$ cat src/rtl/xor_cipher_rx_if.sv
// Plaintext word stream leaving the XOR cipher receiver: data plus valid/ready handshake.
// The receiver drives it through the master modport; the consumer uses the slave modport.
interface xor_cipher_rx_if #(
  parameter int WIDTH = 32
);
  logic [WIDTH-1:0] oWord;
  logic             oWord_valid;
  logic             iWord_ready;

  modport master (
    output oWord,
    output oWord_valid,
    input  iWord_ready
  );

  modport slave (
    input  oWord,
    input  oWord_valid,
    output iWord_ready
  );
endinterface

$ cat src/rtl/xor_cipher_rx.sv
// XOR cipher receiver: MSB-first deserializer, key XOR, small output FIFO with valid/ready.
// Optional frame-length checker (oLen_err) enabled by defining XOR_RX_LEN_CHECK_EN.
module xor_cipher_rx #(
  parameter int KEY_SIZE   = 32,
  parameter int MSG_SIZE   = 512,
  parameter int FIFO_DEPTH = 4
) (
  input  logic                iClk,
  input  logic                iRst,
  input  logic [KEY_SIZE-1:0] iKey,
  input  logic                iKey_load,
  input  logic                iSerial_in,
  input  logic                iSerial_start,
  input  logic                iSerial_end,
  xor_cipher_rx_if.master     word_if,
  output logic                oFrame_done,
  output logic                oOverflow,
  output logic                oBusy
`ifdef XOR_RX_LEN_CHECK_EN
  ,output logic               oLen_err
`endif
);

  localparam int CNT_W = $clog2(KEY_SIZE + 1);
  localparam int PTR_W = $clog2(FIFO_DEPTH);

  if ((MSG_SIZE % KEY_SIZE) != 0) begin : g_bad_msg_size
    $error("MSG_SIZE must be a multiple of KEY_SIZE");
  end

  typedef enum logic {IDLE, RECV} state_t;

  state_t              r_state;
  state_t              w_state_nxt;
  logic [KEY_SIZE-1:0] r_key;
  logic [KEY_SIZE-1:0] r_shift;
  logic [CNT_W-1:0]    r_bit_cnt;
  logic                r_frame_done;
  logic                r_overflow;

  logic [KEY_SIZE-1:0] r_mem [FIFO_DEPTH];
  logic [PTR_W:0]      r_wr_ptr;
  logic [PTR_W:0]      r_rd_ptr;

  logic                w_sample;
  logic [CNT_W-1:0]    w_cnt_nxt;
  logic [KEY_SIZE-1:0] w_shift_nxt;
  logic                w_word_done;
  logic [KEY_SIZE-1:0] w_word;
  logic                w_empty;
  logic                w_full;
  logic                w_pop;
  logic                w_push_ok;

  // ---------------- state machine ----------------
  // NOTE: every register in this design is written with <= so all flops see pre-edge values.
  always_ff @(posedge iClk) begin
    if (iRst) r_state <= IDLE;
    else      r_state <= w_state_nxt;
  end

  // NOTE: default assignment first so no path through the case leaves w_state_nxt unassigned (no latch).
  always_comb begin
    w_state_nxt = r_state;
    case (r_state)
      IDLE:    if (iSerial_start && !iSerial_end) w_state_nxt = RECV;
      RECV:    if (iSerial_end) w_state_nxt = IDLE;
      default: w_state_nxt = IDLE;
    endcase
  end

  always_comb begin
    oBusy               = (r_state == RECV);
    word_if.oWord_valid = !w_empty;
    word_if.oWord       = w_empty ? '0 : r_mem[r_rd_ptr[PTR_W-1:0]];
  end

  // ---------------- deserializer ----------------
  // A start strobe (fresh or restart) always begins a new word with this bit as bit 1.
  assign w_sample    = iSerial_start || (r_state == RECV);
  assign w_cnt_nxt   = (iSerial_start ? '0 : r_bit_cnt) + CNT_W'(1);
  assign w_shift_nxt = {(iSerial_start ? {(KEY_SIZE-1){1'b0}} : r_shift[KEY_SIZE-2:0]), iSerial_in};
  assign w_word_done = w_sample && (w_cnt_nxt == CNT_W'(KEY_SIZE));
  assign w_word      = w_shift_nxt ^ r_key;

  always_ff @(posedge iClk) begin
    if (iRst) begin
      r_key        <= '0;
      r_shift      <= '0;
      r_bit_cnt    <= '0;
      r_frame_done <= 1'b0;
    end else begin
      if (r_state == IDLE && iKey_load) r_key <= iKey;
      if (w_sample) begin
        r_shift   <= w_shift_nxt;
        r_bit_cnt <= (w_word_done || iSerial_end) ? '0 : w_cnt_nxt;
      end
      r_frame_done <= w_sample && iSerial_end;
    end
  end

  assign oFrame_done = r_frame_done;

  // ---------------- output FIFO ----------------
  assign w_empty   = (r_wr_ptr == r_rd_ptr);
  assign w_full    = (r_wr_ptr[PTR_W] != r_rd_ptr[PTR_W]) &&
                     (r_wr_ptr[PTR_W-1:0] == r_rd_ptr[PTR_W-1:0]);
  assign w_pop     = !w_empty && word_if.iWord_ready;
  assign w_push_ok = w_word_done && (!w_full || w_pop);

  // NOTE: storage is not reset; oWord is forced to 0 while empty, so stale entries are never visible.
  always_ff @(posedge iClk) begin
    if (w_push_ok) r_mem[r_wr_ptr[PTR_W-1:0]] <= w_word;
  end

  always_ff @(posedge iClk) begin
    if (iRst) begin
      r_wr_ptr   <= '0;
      r_rd_ptr   <= '0;
      r_overflow <= 1'b0;
    end else begin
      if (w_push_ok) r_wr_ptr <= r_wr_ptr + 1'b1;
      if (w_pop)     r_rd_ptr <= r_rd_ptr + 1'b1;
      if (w_word_done && w_full && !w_pop)        r_overflow <= 1'b1;
      else if (r_state == IDLE && iSerial_start)  r_overflow <= 1'b0;
    end
  end

  assign oOverflow = r_overflow;

`ifdef XOR_RX_LEN_CHECK_EN
  // ---------------- frame length checker ----------------
  localparam int LEN_W = $clog2(MSG_SIZE + 1) + 1;

  logic [LEN_W-1:0] r_len_cnt;
  logic             r_aborted;
  logic             r_len_err;
  logic [LEN_W-1:0] w_len_base;
  logic [LEN_W-1:0] w_len_nxt;
  logic             w_aborted_nxt;

  // The count spans the whole frame including bits before a restart; it saturates.
  assign w_len_base    = (r_state == IDLE) ? '0 : r_len_cnt;
  assign w_len_nxt     = (&w_len_base) ? w_len_base : w_len_base + 1'b1;
  assign w_aborted_nxt = (r_state == RECV) && (iSerial_start || r_aborted);

  always_ff @(posedge iClk) begin
    if (iRst) begin
      r_len_cnt <= '0;
      r_aborted <= 1'b0;
      r_len_err <= 1'b0;
    end else begin
      if (w_sample) begin
        r_len_cnt <= w_len_nxt;
        r_aborted <= w_aborted_nxt;
      end
      r_len_err <= w_sample && iSerial_end &&
                   ((w_len_nxt != LEN_W'(MSG_SIZE)) || w_aborted_nxt);
    end
  end

  assign oLen_err = r_len_err;
`endif

endmodule

$ cat src/flat_wrapper.sv
// flat-port wrapper written by rule: the top's interface ports become plain ports
module xor_cipher_rx_flat 
#(
  parameter int KEY_SIZE   = 32,
  parameter int MSG_SIZE   = 512,
  parameter int FIFO_DEPTH = 4
)
  (iClk, iRst, iKey, iKey_load, iSerial_in, iSerial_start, iSerial_end, oFrame_done, oOverflow, oBusy, word_if_oWord, word_if_oWord_valid, word_if_iWord_ready);
  xor_cipher_rx_if #(.WIDTH((32))) word_if_i ();
  input  logic iClk;
  input  logic iRst;
  input  logic [KEY_SIZE-1:0] iKey;
  input  logic iKey_load;
  input  logic iSerial_in;
  input  logic iSerial_start;
  input  logic iSerial_end;
  output logic oFrame_done;
  output logic oOverflow;
  output logic oBusy;
  output wire logic [$bits(word_if_i.oWord)-1:0] word_if_oWord;
  output wire logic [$bits(word_if_i.oWord_valid)-1:0] word_if_oWord_valid;
  input wire logic [$bits(word_if_i.iWord_ready)-1:0] word_if_iWord_ready;
  assign word_if_oWord = word_if_i.oWord;
  assign word_if_oWord_valid = word_if_i.oWord_valid;
  assign word_if_i.iWord_ready = word_if_iWord_ready;
  xor_cipher_rx #(.KEY_SIZE(KEY_SIZE), .MSG_SIZE(MSG_SIZE), .FIFO_DEPTH(FIFO_DEPTH)) u_core (.iClk(iClk), .iRst(iRst), .iKey(iKey), .iKey_load(iKey_load), .iSerial_in(iSerial_in), .iSerial_start(iSerial_start), .iSerial_end(iSerial_end), .word_if(word_if_i), .oFrame_done(oFrame_done), .oOverflow(oOverflow), .oBusy(oBusy));
endmodule
$ cat config.mk
export PLATFORM = sky130hd
export DESIGN_NAME = xor_cipher_rx_flat
export DESIGN_NICKNAME = d
export VERILOG_FILES = /design/src/rtl/xor_cipher_rx_if.sv /design/src/rtl/xor_cipher_rx.sv /design/src/flat_wrapper.sv
export SDC_FILE = /design/constraint.sdc
export NUM_CORES = 1
export LEC_CHECK = 0
export ABC_AREA = 1
export ABC_CLOCK_PERIOD_IN_PS = 3000
export CAP_MARGIN = 20
export CELL_PAD_IN_SITES_DETAIL_PLACEMENT = 0
export CELL_PAD_IN_SITES_GLOBAL_PLACEMENT = 1
export CORE_AREA = 2 2 189 191
export DETAILED_ROUTE_END_ITERATION = 8
export DIE_AREA = 0 0 191 193
export GPL_ROUTABILITY_DRIVEN = 0
export PLACE_DENSITY_LB_ADDON = 0.08
export SYNTH_ARGS = -nofsm -noshare
export SYNTH_HDL_FRONTEND = slang
export SYNTH_SLANG_ARGS = --single-unit
$ cat constraint.sdc
create_clock -name iClk -period 3 [get_ports iClk]
set_input_delay 0.45 -clock iClk [delete_from_list [all_inputs] [get_ports iClk]]
set_output_delay 0.45 -clock iClk [all_outputs]
set_load 0.03 [all_outputs]
* After elaboration in Yosys (flattened, before gate mapping)
Memory sizes are Yosys's and may differ from the RTL's. A register that Yosys moved wholly into a read port is not among the register bits. Cells that the tools add are included.
Cells by class: add/sub/neg operators 3, equal/unequal tests 4, mux-type cells 13, bitwise logic cells 2, reductions and logical operators 18
Operator list (count):
- 2-to-1 mux 32 bit | 1
- XOR 32 bit | 1
- 2-to-1 mux 31 bit | 1
- 2-to-1 mux 6 bit | 2
- logical AND 1 bit | 10
- adder 3 x 1 -> 3 bit, second input constant | 2
- adder 6 x 1 -> 6 bit, second input constant | 1
- equality test 6 bit, second input constant | 1
- 2-to-1 mux 1 bit | 6
- logical NOT 1 bit | 4
- 2-to-1 mux 2 bit | 2
- equality test 3 bit | 1
- logical OR 1 bit | 3
- equality test 2 bit | 1
- one-hot mux 1 bit (2 select lines) | 1
- nonzero test 2 bit | 1
- != test 1 bit | 1
- NOT 1 bit | 1
Word-level totals: flip-flop bits (word level) 78, RAM bits 128, output and inout port bits 36, word-level logic and storage cells 49, memories kept 1
Memory list:
- u_core.r_mem | depth 4, bits a word 32, read ports 1, clocked after Yosys merged registers in 1, write ports 1, line xor_cipher_rx.sv:41 | logic [KEY_SIZE-1:0] r_mem [FIFO_DEPTH];

* Longest topological paths before layout
depth after elaboration 7, depth in mapped cells 10, depth with buffers taken out 10

* Worst setup path after synthesis
OpenSTA, ideal clock, no wires.
path type register to register, from reg u_core.r_state (netlist: u_core.oBusy), to mem u_core.r_mem[3][0], enable pin, setup time 0.421 ns, arrival 2.616 ns, data required time 2.579 ns, slack -0.037 ns, cell stages (with the launch flop) 8, buffers on the path 1, period minus slack after synthesis 3.037 ns, cell sequence dfxtp_1 -> buf_2 -> nand2_1 -> nor2_2 -> inv_1 -> nor2_4 -> nand2_2 -> nor2_1
On the way: longest elaborated chain between the ends 5
Ends and longest elaborated chain:
- start: declaration | line xor_cipher_rx.sv:33 | state_t r_state;
- start signal: assignment | line xor_cipher_rx.sv:59 | else r_state <= w_state_nxt;
- logical OR 1 bit | line xor_cipher_rx.sv:80 | assign w_sample = iSerial_start || (r_state == RECV);
- logical AND 1 bit | line xor_cipher_rx.sv:83 | assign w_word_done = w_sample && (w_cnt_nxt == CNT_W'(KEY_SIZE));
- logical AND 1 bit | line xor_cipher_rx.sv:109 | assign w_push_ok = w_word_done && (!w_full || w_pop);
- 2-to-1 mux 1 bit | line xor_cipher_rx.sv:113 | if (w_push_ok) r_mem[r_wr_ptr[PTR_W-1:0]] <= w_word;
- 2-to-1 mux 1 bit (implied by the code) | line xor_cipher_rx.sv:113
- end: declaration | line xor_cipher_rx.sv:41
Every way passes these cells.

==> metrics.yaml <==
clk_pin_slew_ns: 0.05
endpoint_kind: "output port"
path_class: "reg2out"
fin_crit_ns: 2.785
p_leak_nw: 4.007
die_w_um: 191
numCtsBuffers: 25
seq_area_frac_synth_pct: 63.63
p_comb_share_pct: 4.7
cts_sinks: 208
crit_arrival_ns: 2.34
ys_types: 29
antenna_found_initial: 1
cp_max_fo: 48
rows: 69
cts_buffer_depth: 3
drc: 0
switchingPower_mw: 1.376
synth_seq_cells: 208
tritoncts: "done"
synthFlopType: "edfxtp_1"
grt_start_max_net_pins: 49
synth_nets: 895
initial_utilization_pct: 24.48
grt_pass1_wl_mm: 34.82
post-route-util_pct: 30.47
hold_viol: 0
ant_nets: 0
startpoint_type: "flip-flop"
design.die.area_um2: 36860
final.fill_count: 3672
yosysTopAreaCell: "edfxtp_1"
worst_pin_slew_ns: 0.6243
drt_pass1_iterations: 4
nNetsFinal: 970
port_buffers: 74
grt_pass1_vias: 5810
synth_top_area_share_pct: 44.91
post_drt_via_cell_ratio: 4.173
area_growth_pct: 24.47
outcome: "finished, final reports clean"
layout-drive-gt1-share_pct: 11.28
slew_headroom_pct: 58.24
diodes: 0
postSynth.asyncResetShare_pct: 0
ir_drop_v: 0.0003873
drtIter0Drc: 299
period_share_pct: 92.85
dp_hpwl_mm: 14.94
root_buffer: "clkbuf_16"
setup_viol: 0
drv_slew: 0
vias: 5846
gr-total-overflow: 0
ioPinCount: 75
placed_cells: 1360
yosysWarningCount: 0
synth_edf_count: 128
core_area_um2: 34960
finalPower_mw: 6.241
fmax_mhz: 359.0
htreeDepth: 1
clock_skew_ns: 0.01080
powerDensity_nw_per_um2: 585.8
mappedNetlistArea_um2: 8558
wire_per_inst_um: 16.15
pwr-share-seq_pct: 50.1
netlist_instances: 851
syn-mean-instance-area_um2: 10.06
grt_usage_pct: 12.44
cp.required_ns: 2.55
switching_share_pct: 22.05
drt_wl_total_mm: 22.62
min_path_type: "reg2reg"
synth.area.top_cells: "edfxtp_1, dfxtp_1, nor2_1, o21ai_0, nand2_1"
die_h_um: 193
internal_power_mw: 4.864
rsz0062_at_grt: "no"
cap_violations: 0
clockPowerShare_pct: 45.2
stdcell_count: 1401
insertion_delay_ns: 0.53
[Yosys cell counts, types with 3 or more instances]
cell type	number
nor2_1	194
edfxtp_1	128
nand2_1	109
o21ai_0	84
dfxtp_1	80
inv_1	67
a21oi_1	39
o32ai_1	32
buf_2	21
clkbuf_1	19
xnor2_1	19
xor2_1	19
ha_1	5
buf_1	4
nand2_2	4
buf_4	3
nand3_1	3
nand4_1	3
nor2_4	3
[cell type report]
type                            count  area [um^2]  area share [%]
Clock buffer                       32        671.9           6.307
Clock inverter                      9        85.08          0.7987
Inverter                           70        272.8           2.560
Multi-Input combinational cell    525         2640           24.78
Sequential cell                   208         5448           51.14
Tap cell                          461        576.8           5.415
Timing Repair Buffer               96        958.4           8.997
[worst max-delay path, stage by stage, from the launching register on]
cell	delay (ns)
dfxtp_2	0.58
buf_8	0.33
nor2_1	0.09
o32ai_1	0.48
nand2_1	0.10
inv_1	0.07
buf_4	0.15
[per-layer routing]
| metal | global-route usage, % | wire length, um |
|---|---|---|
| met5 | 0 | 0 |
| met2 | 19.19 | 9787 |
| met4 | 3.101 | 485 |
| met1 | 18.20 | 11590 |
| met3 | 1.882 | 759 |
[path summary, 6_finish.rpt]
check                      start  depth (start not counted)  slack (ns)                   to
max                    flip-flop                          6        0.21     word_if_oWord[1]
min           u_core.r_shift[21]                          2        0.46   u_core.r_shift[21]
max reg2reg  u_core.r_bit_cnt[0]                          7        1.22  u_core.r_mem[2][13]
min reg2reg   u_core.r_shift[21]                          2        0.46   u_core.r_shift[21]
[layout by cell type (no fill, tap or decap), types with 3 or more instances in the layout]
master and instances:
a21oi_1 39, buf_12 9, buf_4 39, clkbuf_1 5, clkbuf_16 25, clkdlybuf4s50_1 47
clkinv_2 4, dfxtp_1 78, edfxtp_1 128, ha_1 5, inv_1 67, nand2_1 109
nand2_2 4, nand3_1 3, nand4_1 3, nor2_1 190, nor2_2 4, nor2_4 5
o21ai_0 84, o32ai_1 32, xnor2_1 19, xor2_1 19
[registers in the layout, indices dropped and copies added (netlist names), named ones only]
register,cells
u_core.r_mem,128
u_core.r_rd_ptr,3
u_core.r_wr_ptr,3
u_core.oFrame_done,1
u_core.oBusy,1
u_core.r_shift,31
u_core.r_bit_cnt,6
u_core.oOverflow,1
u_core.r_key,32
[power by group through the flow]
stage / combinational (mW) / clock (mW) / sequential (mW)
2_1_floorplan: 0.152 / 0 / 3.18
3_3_place_gp: 0.305 / 0 / 3.18
3_5_place_dp: 0.307 / 0 / 3.19
4_1_cts: 0.307 / 2.93 / 3.12
5_1_grt: 0.336 / 3.04 / 3.13
6_report: 0.296 / 2.82 / 3.12
[kinds of logic (layout without fill, tap and decap cells)]
family / Yosys count / after routing / synth area share [%]
AOI/OAI and AO/OA: 158 / 158 / 10.72
xor gates and xnor gates: 38 / 38 / 3.889
adders and majority gates: 5 / 5 / 0.7310
buffers and inverters: 118 / 207 / 5.760
DFF: 208 / 208 / 63.63
and+or+nand+nor: 324 / 324 / 15.28
[stage by stage]
step                setup TNS (ns)  area (um^2)  hold slack [ns]  setup slack [ns]
floorplan                   -4.776         8558           0.4437          -0.03732
global placement                 0         9883           0.4540            0.4119
detailed placement               0         9883           0.4563            0.3828
CTS                              0        10640           0.4657          0.003586
global route                     0        10650           0.4803           0.01197
finish                           0        10650           0.4637            0.2146
[timing repair]
action	4_1_cts	5_1_grt
setup endpoints to repair	1	11
resized for setup	1	4
hold buffers	0	0
setup buffers	0	0
pin swaps	0	0
No activity file was read; power rests on OpenSTA's default activity.
==> variant, RTL diff (config.mk and constraints unchanged) <==
Put one more register stage on the output `oOverflow`, without a reset. The value now appears one clock later. The other outputs are not delayed to match.
--- a/src/rtl/xor_cipher_rx.sv
+++ b/src/rtl/xor_cipher_rx.sv
@@ -126,7 +126,9 @@
     end
   end
 
-  assign oOverflow = r_overflow;
+  always_ff @(posedge iClk) begin
+    oOverflow <= r_overflow;
+  end
 
 `ifdef XOR_RX_LEN_CHECK_EN
   // ---------------- frame length checker ----------------
Formal check against the unedited RTL: no difference found for any inputs over 10 cycles, from zero or initial values and one cycle with iRst high; that may be too few to reach the edited logic, so the function may still have changed.
==> variant against the original RTL <==
Core utilization grew 0.43 points. Total power grew 1.1%. Area after synthesis grew 0.23%. Die area is the same. Largest cell class unchanged. Critical endpoint is now word_if_oWord[19]. Design area grew 1.4%. Sequential cell count grew 1. Worst setup slack lost 0.077 ns. Wire length grew 3.2%.
==> variant: results (changes against the original RTL) <==
metric;value;unit;change
routed_wirelength;23.3;mm;+3.2%
async_flop_share;0;;unchanged
worst_slew_pin_slew;0.690;ns;+0.0662 ns
ys_types;29;;unchanged
leakagePower;0.00426;uW;+6.3%
p_sw_frac;0.214;;-0.00605
cts_max_level;1;;unchanged
critPathLaunch;u_core.r_rd_ptr[2]$_SDFFE_PP0N_;;
synth_edf_count;128;;unchanged
ys_seq_area_frac;0.637;;+0.000849
clock_latency;0.51;ns;-0.02 ns
nets;976;;+0.62%
fin_skew;0.0101;ns;-0.000651 ns
cts.clk_slew.worst_paths;0.06;ns;
status;completed;;
grtUsageTotal;0.125;;+0.00101
r2r_slack;1.03;ns;-0.19 ns
hold_path.class;reg -> reg;;
synth_area_leaders;edfxtp_1 45%, dfxtp_1 19%, nor2_1 8.5%, o21ai_0 4.9%, nand2_1 4.8%;;
grt_max_degree;45;;-8.2%
synth_nets;896;;+0.11%
holdWs;0.363;ns;-0.101 ns
via_per_inst;4.20;;+0.73%
cts_buffers;25;;unchanged
antenna_found_initial;0;;-1
grt_pass1_wl;35.0;mm;+0.57%
cp_max_fo;13;;-73%
ys_warn_count;0;;unchanged
clockRootBuffer;clkbuf_16;;
port_buffers;74;;unchanged
grt_pass1_vias;5933;;+2.1%
internal_power;4950;uW;+1.9%
peakVddDrop;0.339;mV;-12%
dp_hpwl;15.0;mm;+0.31%
dp_slack;0.442;ns;+0.0587 ns
first_iter_violations;231;;-23%
largest_register_ffs;128;;unchanged
ys.flop_type;edfxtp_1;;
yosys-top-cells-count;194 x nor2_1, 128 x edfxtp_1, 109 x nand2_1;;
fmax;349;MHz;-2.7%
n_antenna_cell;0;;unchanged
place_area;0.00997;mm^2;+0.86%
cp.arrival;2.41;ns;+0.07 ns
min_from;u_core.r_overflow$_SDFFE_PP0P_;;
drive_gt1_frac;0.111;;-0.00224
dr.pass1.iters;4;;unchanged
clockBufferDepth;3;;unchanged
variant: cell count changes after synthesis, sizes merged:
cell,delta
dfxtp,+1
variant: what timing repair did:
item	CTS	global route
endpoints found under the setup margin	14	12
setup buffers	0	0
hold buffers	0	0
pin swaps	0	2
gates resized for setup	2	16
cloned	0	1
variant: final timing paths:
| kind | cells after the start | to |
|---|---|---|
| worst max-delay path | 5 | word_if_oWord[19] |
| worst min-delay path | 0 | u_core.oOverflow$_DFF_P_ |
| worst max register to register | 5 | flip-flop |
| worst min register to register | 0 | u_core.oOverflow$_DFF_P_ |
variant: routing by layer:
layer  part of all wire  track usage
met4              0.014       0.0271
met3              0.036       0.0210
met1               0.50        0.176
met5                  0            0
met2               0.45        0.203
variant: cells by family after synthesis:
| kind of cell | Yosys count | share of synthesized area |
|---|---|---|
| simple gates | 324 | 0.152 |
| fa+ha+maj | 5 | 0.00729 |
| xor+xnor | 38 | 0.0388 |
| buf+inv | 118 | 0.0575 |
| compound gates | 158 | 0.107 |
| flops | 209 | 0.637 |
variant: area by class of cell:
| type | count | area (um^2) |
|---|---|---|
| inverters | 70 | 268 |
| clock inverters | 7 | 85.1 |
| multi-input cells | 526 | 2660 |
| flip-flops and latches | 209 | 5470 |
| well taps | 461 | 577 |
| repair buffers | 100 | 1060 |
| clock buffers | 38 | 684 |
| fillers | 3695 | 24200 |
variant: stage by stage:
| step | TNS, ns | total power [uW] | std cells |
|---|---|---|---|
| after detailed placement | 0 | 3500 | 1365 |
| after global placement | 0 | 3500 | 1365 |
| after CTS | 0 | 6440 | 1410 |
| after global routing | 0 | 6580 | 1411 |
| after floorplan | -4.78 | 3350 | 852 |
| final | 0 | 6310 | 1411 |
variant: power groups by stage:
stage	Combinational [uW]	Clock, uW	Sequential, uW
after global placement	300	0	3200
after detailed placement	300	0	3200
after CTS	301	3000	3140
after global routing	331	3110	3140
after floorplan	152	0	3190
final	291	2880	3140
variant: worst max-delay path, cell delays in order (launching register included):
cell and delay, ns:
dfxtp_1 0.37, xnor2_2 0.48, nand2_4 0.27, nand2_1 0.14
inv_1 0.04, clkdlybuf4s50_1 0.58
